===== src/rtl/debounce_pkg.sv =====
// Shared types for the input debouncer.
//   debounce_state_t : stability FSM states. The WAIT states count
//                      consecutive samples of the new level before it is
//                      committed.
package debounce_pkg;

  typedef enum logic [1:0] {
    S_LOW       = 2'd0,
    S_WAIT_HIGH = 2'd1,
    S_HIGH      = 2'd2,
    S_WAIT_LOW  = 2'd3
  } debounce_state_t;

endpackage


===== src/rtl/input_debouncer_sync_chain.sv =====
// sync_chain: N-flop synchronizer for one asynchronous input bit.
// Only the first flop samples d. Each flop resets to RST_VAL.
//   clk  in  system clock
//   rst  in  synchronous active-high reset
//   d    in  asynchronous input
//   q    out synchronized output (last stage)
module sync_chain #(
  parameter int unsigned STAGES  = 2,
  parameter logic        RST_VAL = 1'b0
) (
  input  logic clk,
  input  logic rst,
  input  logic d,
  output logic q
);

  logic [STAGES-1:0] ff;

  always_ff @(posedge clk) begin
    if (rst) ff <= {STAGES{RST_VAL}};
    else     ff <= {ff[STAGES-2:0], d};
  end

  assign q = ff[STAGES-1];

endmodule


===== src/rtl/input_debouncer.sv =====
// input_debouncer: turns a raw board input into a clean synchronous level
// with one-cycle rise/fall strobes. A new level is committed only after
// DEBOUNCE_CYCLES consecutive synchronized samples of that level.
//   clk       in  system clock
//   rst       in  synchronous active-high reset
//   sig_in    in  raw asynchronous input
//   sig_out   out debounced level (after optional inversion)
//   rise      out one-cycle strobe when sig_out commits 0->1
//   fall      out one-cycle strobe when sig_out commits 1->0
//   bouncing  out high while a new level is being qualified
module input_debouncer
  import debounce_pkg::*;
#(
  parameter int unsigned SYNC_STAGES     = 2,
  parameter int unsigned DEBOUNCE_CYCLES = 100000,
  parameter bit          INVERT          = 1'b0
) (
  input  logic clk,
  input  logic rst,
  input  logic sig_in,
  output logic sig_out,
  output logic rise,
  output logic fall,
  output logic bouncing
);

  localparam int unsigned      CNT_W    = $clog2(DEBOUNCE_CYCLES);
  localparam logic [CNT_W-1:0] CNT_LAST = CNT_W'(DEBOUNCE_CYCLES - 1);
  localparam logic [CNT_W-1:0] CNT_ONE  = CNT_W'(1);

  logic sync_raw;
  logic sig_sync;

  debounce_state_t  state_q, state_d;
  logic [CNT_W-1:0] cnt_q, cnt_d;
  logic             out_d, rise_d, fall_d, bouncing_d;

  // Flops reset to INVERT so the inverted view reads 0 during reset.
  sync_chain #(
    .STAGES  (SYNC_STAGES),
    .RST_VAL (INVERT)
  ) u_sync (
    .clk (clk),
    .rst (rst),
    .d   (sig_in),
    .q   (sync_raw)
  );

  assign sig_sync = sync_raw ^ INVERT;

  always_ff @(posedge clk) begin
    if (rst) begin
      state_q  <= S_LOW;
      cnt_q    <= '0;
      sig_out  <= 1'b0;
      rise     <= 1'b0;
      fall     <= 1'b0;
      bouncing <= 1'b0;
    end else begin
      state_q  <= state_d;
      cnt_q    <= cnt_d;
      sig_out  <= out_d;
      rise     <= rise_d;
      fall     <= fall_d;
      bouncing <= bouncing_d;
    end
  end

  always_comb begin
    state_d = state_q;
    cnt_d   = cnt_q;
    out_d   = sig_out;
    rise_d  = 1'b0;
    fall_d  = 1'b0;

    case (state_q)
      S_LOW: begin
        if (sig_sync) begin
          state_d = S_WAIT_HIGH;
          cnt_d   = CNT_ONE;
        end
      end
      S_WAIT_HIGH: begin
        if (!sig_sync) begin
          state_d = S_LOW;
          cnt_d   = '0;
        end else if (cnt_q == CNT_LAST) begin
          state_d = S_HIGH;
          out_d   = 1'b1;
          rise_d  = 1'b1;
          cnt_d   = '0;
        end else begin
          cnt_d = cnt_q + CNT_ONE;
        end
      end
      S_HIGH: begin
        if (!sig_sync) begin
          state_d = S_WAIT_LOW;
          cnt_d   = CNT_ONE;
        end
      end
      S_WAIT_LOW: begin
        if (sig_sync) begin
          state_d = S_HIGH;
          cnt_d   = '0;
        end else if (cnt_q == CNT_LAST) begin
          state_d = S_LOW;
          out_d   = 1'b0;
          fall_d  = 1'b1;
          cnt_d   = '0;
        end else begin
          cnt_d = cnt_q + CNT_ONE;
        end
      end
      default: begin
        state_d = S_LOW;
        cnt_d   = '0;
      end
    endcase

    // Registered from the next state so it lines up with state_q.
    bouncing_d = (state_d == S_WAIT_HIGH) || (state_d == S_WAIT_LOW);
  end

endmodule

===== config.mk =====
export PLATFORM = sky130hd
export DESIGN_NAME = input_debouncer
export DESIGN_NICKNAME = d
export VERILOG_FILES = /design/src/rtl/debounce_pkg.sv /design/src/rtl/input_debouncer_sync_chain.sv /design/src/rtl/input_debouncer.sv
export SDC_FILE = /design/constraint.sdc
export NUM_CORES = 1
export LEC_CHECK = 0
export BUFFER_PORTS_ARGS = -buffer_cell sky130_fd_sc_hd__buf_2
export CORE_MARGIN = 2
export CORE_UTILIZATION = 58
export DETAILED_ROUTE_END_ITERATION = 8
export GPL_TIMING_DRIVEN = 1
export PLACE_DENSITY = 0.84
export SYNTH_ARGS = -nofsm -noshare
export SYNTH_HDL_FRONTEND = slang
export SYNTH_SLANG_ARGS = --single-unit
export TNS_END_PERCENT = 100

===== constraint.sdc =====
create_clock -name clk -period 2.7 [get_ports clk]
set_input_delay 0.135 -clock clk [delete_from_list [all_inputs] [get_ports clk]]
set_output_delay 0.135 -clock clk [all_outputs]
set_load 0.01 [all_outputs]

==> run_results.csv <==
group,metric,value,unit
critical_path,timing.rr.end,"cnt_q[10]",
outcome,outcome,"completed",
synth,yosysTopAreaCell,"dfxtp_1",
grt,grt_max_degree,28,
cells_and_area,seqCellArea,500,um2
floorplan,rows,16,
timing,tns,0,ps
grt,antenna_found_initial,0,
route,ant_nets,0,
power,ir_worst_vdd,0.339,mV
synth,synthTopCellsByCount,"dfxtp_1, nand2_1, nor3_1",
cells_and_area,fin_area,1310,um2
floorplan,die_area,2530,um2
synth,yosys.cell_count.top_type,"dfxtp_1",
route,wl_per_cell,14.1,um
synth,synth_area,1240,um2
clock_network,cts_sinks,25,
critical_path,crit_path_start_kind,"register",
synth,synthTopCellsByArea,"dfxtp_1, nor3_1, nand4_1, o21ai_0, nand3_1",
job,maxCapViolCount,0,
critical_path,r2r-start,"cnt_q[8]",
route,drtIter0Drc,36,
critical_path,arrival,2550,ps
route,remaining_drc_errors,0,
power,cell_internal_pwr,0.442,mW
power,swShare,23.0,%
clock_network,post-cts-setup-buffers,0,
cells_and_area,insertedDiodeCount,0,
clock_network,clk-insertion-delay-late,320,ps
synth,synthSimpleGateAreaFrac,32.0,%
placement,place_hpwl,1.80,mm
cells_and_area,post-route-util,66.2,%
placement,dpl-instance-area,1290,um2
timing,max_slew_margin,60.6,%
floorplan,die_w,50.3,um
cells_and_area,fin_nets,156,
floorplan,die_h,50.3,um
route,firstDrtPassIters,4,
synth,synthXorXnorAreaFrac,4.23,%
grt,grt_usage,23.5,%
route,viasPerCell,6.35,
grt,grt_first_pass_wirelength,4.53,mm
synth,synth_fa_ha_area_share,1.01,%
clock_network,hold_buffers,0,
synth,synth_cells,146,
placement,routabilityCongestion,0.804,
power,p_seq_share,66.0,%
synth,synth_top_family_by_area,"simple AND/OR/NAND/NOR gates",
synth,synthMuxAreaShare,0,%
placement,place.port_buffers,6,
floorplan,core_area,1980,um2
worst_hold_path,whs_path_depth,2,
timing,clock-skew-final,6.75,ps
synth,synth_seq_area_share,40.3,%
power,p_per_area,438,nW/um2
critical_path,crit_path_end_kind,"register",
floorplan,design.portCount,7,
timing,fmax,0.425,GHz
critical_path,critical_path_class,"register to register",
grt,overflow,0,
clock_network,cts_tree,"built",
critical_path,cp_slowest_cell,"or4_4",
synth,synth_top_area_share,40.3,%
power,p_leak,0.419,nW
synth,ys.flop_type,"dfxtp_1",
critical_path,cp_data_required_time,2900,ps
cells_and_area,multi_input_area,688,um2
critical_path,slowest_delay,650,ps
critical_path,path_cells,"or4b_1 > or4_4 > a21oi_1 > nor3_1",
timing,worst_slew_pin_slew,589,ps
route,num_vias,1130,
synth,yosys_warnings,0,
route,wirelength,2.51,mm
timing,finalHoldViolCount,0,
synth,synthArstFlopShare,0,%
cells_and_area,n_fill_cell,166,
clock_network,tritoncts.num_buffers,3,
timing,min_period,2350,ps
timing,timing.final.crit_share,87.1,%
synth,ys_ff_latch,25,
synth,syn-num-nets,150,
clock_network,clk_path_buf_depth,2,
clock_network,path_clk_slew,130,ps
synth,avgSynthCellArea,8.51,um2
power,power,0.574,mW
cells_and_area,final_layout_size_suffix_gt1_share,8.61,%
critical_path,ff2ff_setup_slack,350,ps
timing,rsz0062_at_grt,"false",
power,pwr-share-comb,5.3,%
critical_path,r2r_cells,4,
power,switchingPower,0.132,mW
floorplan,start_util,62.7,%
worst_hold_path,hold_end,"u_sync.ff[0]",
synth,synth_cell_types,40,
synth,synth_compound_area_share,18.1,%
critical_path,worstPathMaxFanout,12,
grt,grt_pass1_vias,1052,
clock_network,h-tree-depth,1,
worst_hold_path,hp-start,"sig_in",
timing,slew_violations,0,
clock_network,cts_root_buffer,"clkbuf_4",
timing,setup_viol,0,
cells_and_area,area_delta_synth_final,5.64,%
power,clkPwrFrac,28.8,%
worst_hold_path,worstHoldPathType,"input port to register",
synth,synth_edf_count,0,
clock_network,ctsResizeCount,0,
## kinds of logic after synthesis
logic type	count (synthesis)
AO/OA/AOI/OAI	34
XOR/XNOR	6
adder cells (fa/ha/maj)	1
buffers and inverters	12
flip-flops	25
AND/OR/NAND/NOR	68
## per-layer routing
layer / up-vias / global-route usage (%) / part of all wire (%)
li1: 566 / - / -
met1: 529 / 27.6 / 44
met2: 32 / 41.2 / 49
met3: 3 / 3.57 / 5.4
met4: 0 / 11.6 / 1.4
met5: - / 0 / 0
## metrics by stage
stage               setup slack, ps  hold slack, ps  cells
floorplan                       668             263    146
global placement                462             343    174
detailed placement              374             354    174
CTS                             352            12.1    178
global route                    220            11.6    178
finish                          349            17.3    178
## worst max-delay path by stage
stage / from / end / slack [ps] / depth (start not counted)
after CTS: cnt_q[8] / cnt_q[10] / 350 / 4
after global placement: cnt_q[8] / cnt_q[9] / 460 / 4
after global routing: cnt_q[8] / cnt_q[10] / 220 / 4
after floorplan: cnt_q[5] / sig_out / 670 / 5
after detailed placement: cnt_q[8] / cnt_q[10] / 370 / 4
final: cnt_q[8] / cnt_q[10] / 350 / 4
## sequential cells by signal, indices dropped and copies added, names as in the netlist
signal,count
bouncing,1
sig_out,1
fall,1
cnt_q,17
u_sync.ff,2
rise,1
state_q,2
## cell usage in the layout (no fill, tap or decap), drive strengths merged, types with 3 or more instances in the layout
cell,instances
o2111ai,4
or4,3
inv,5
o21ai,8
and4,3
nand4,7
xor2,4
clkbuf,4
nor3,9
buf,8
a21oi,6
and3,4
dfxtp,25
nand3,7
or3,4
nand2,9
a211oi,4
nor2,8
a31oi,4
## power groups by stage
stage	combinational (mW)	clock (mW)	sequential [mW]
floorplan	0.0194	0	0.387
global placement	0.0288	0	0.387
detailed placement	0.0304	0	0.387
CTS	0.0305	0.171	0.379
global route	0.0340	0.181	0.380
finish	0.0302	0.165	0.379
## area by class of cell
class / instances / share of cell area (%)
inverters: 5 / 1.43
clock buffers: 4 / 2.00
flip-flops and latches: 25 / 38.1
multi-input cells: 109 / 52.4
well taps: 27 / 2.57
repair buffers: 8 / 3.43
## worst max-delay path: cells and delay by family (launching register included)
kind               cells  cell delay (ps)
and+or+nand+nor        3             1360
AOI/OAI and AO/OA      1              510
DFF                    1              360
No activity file was read; power rests on OpenSTA's default activity.
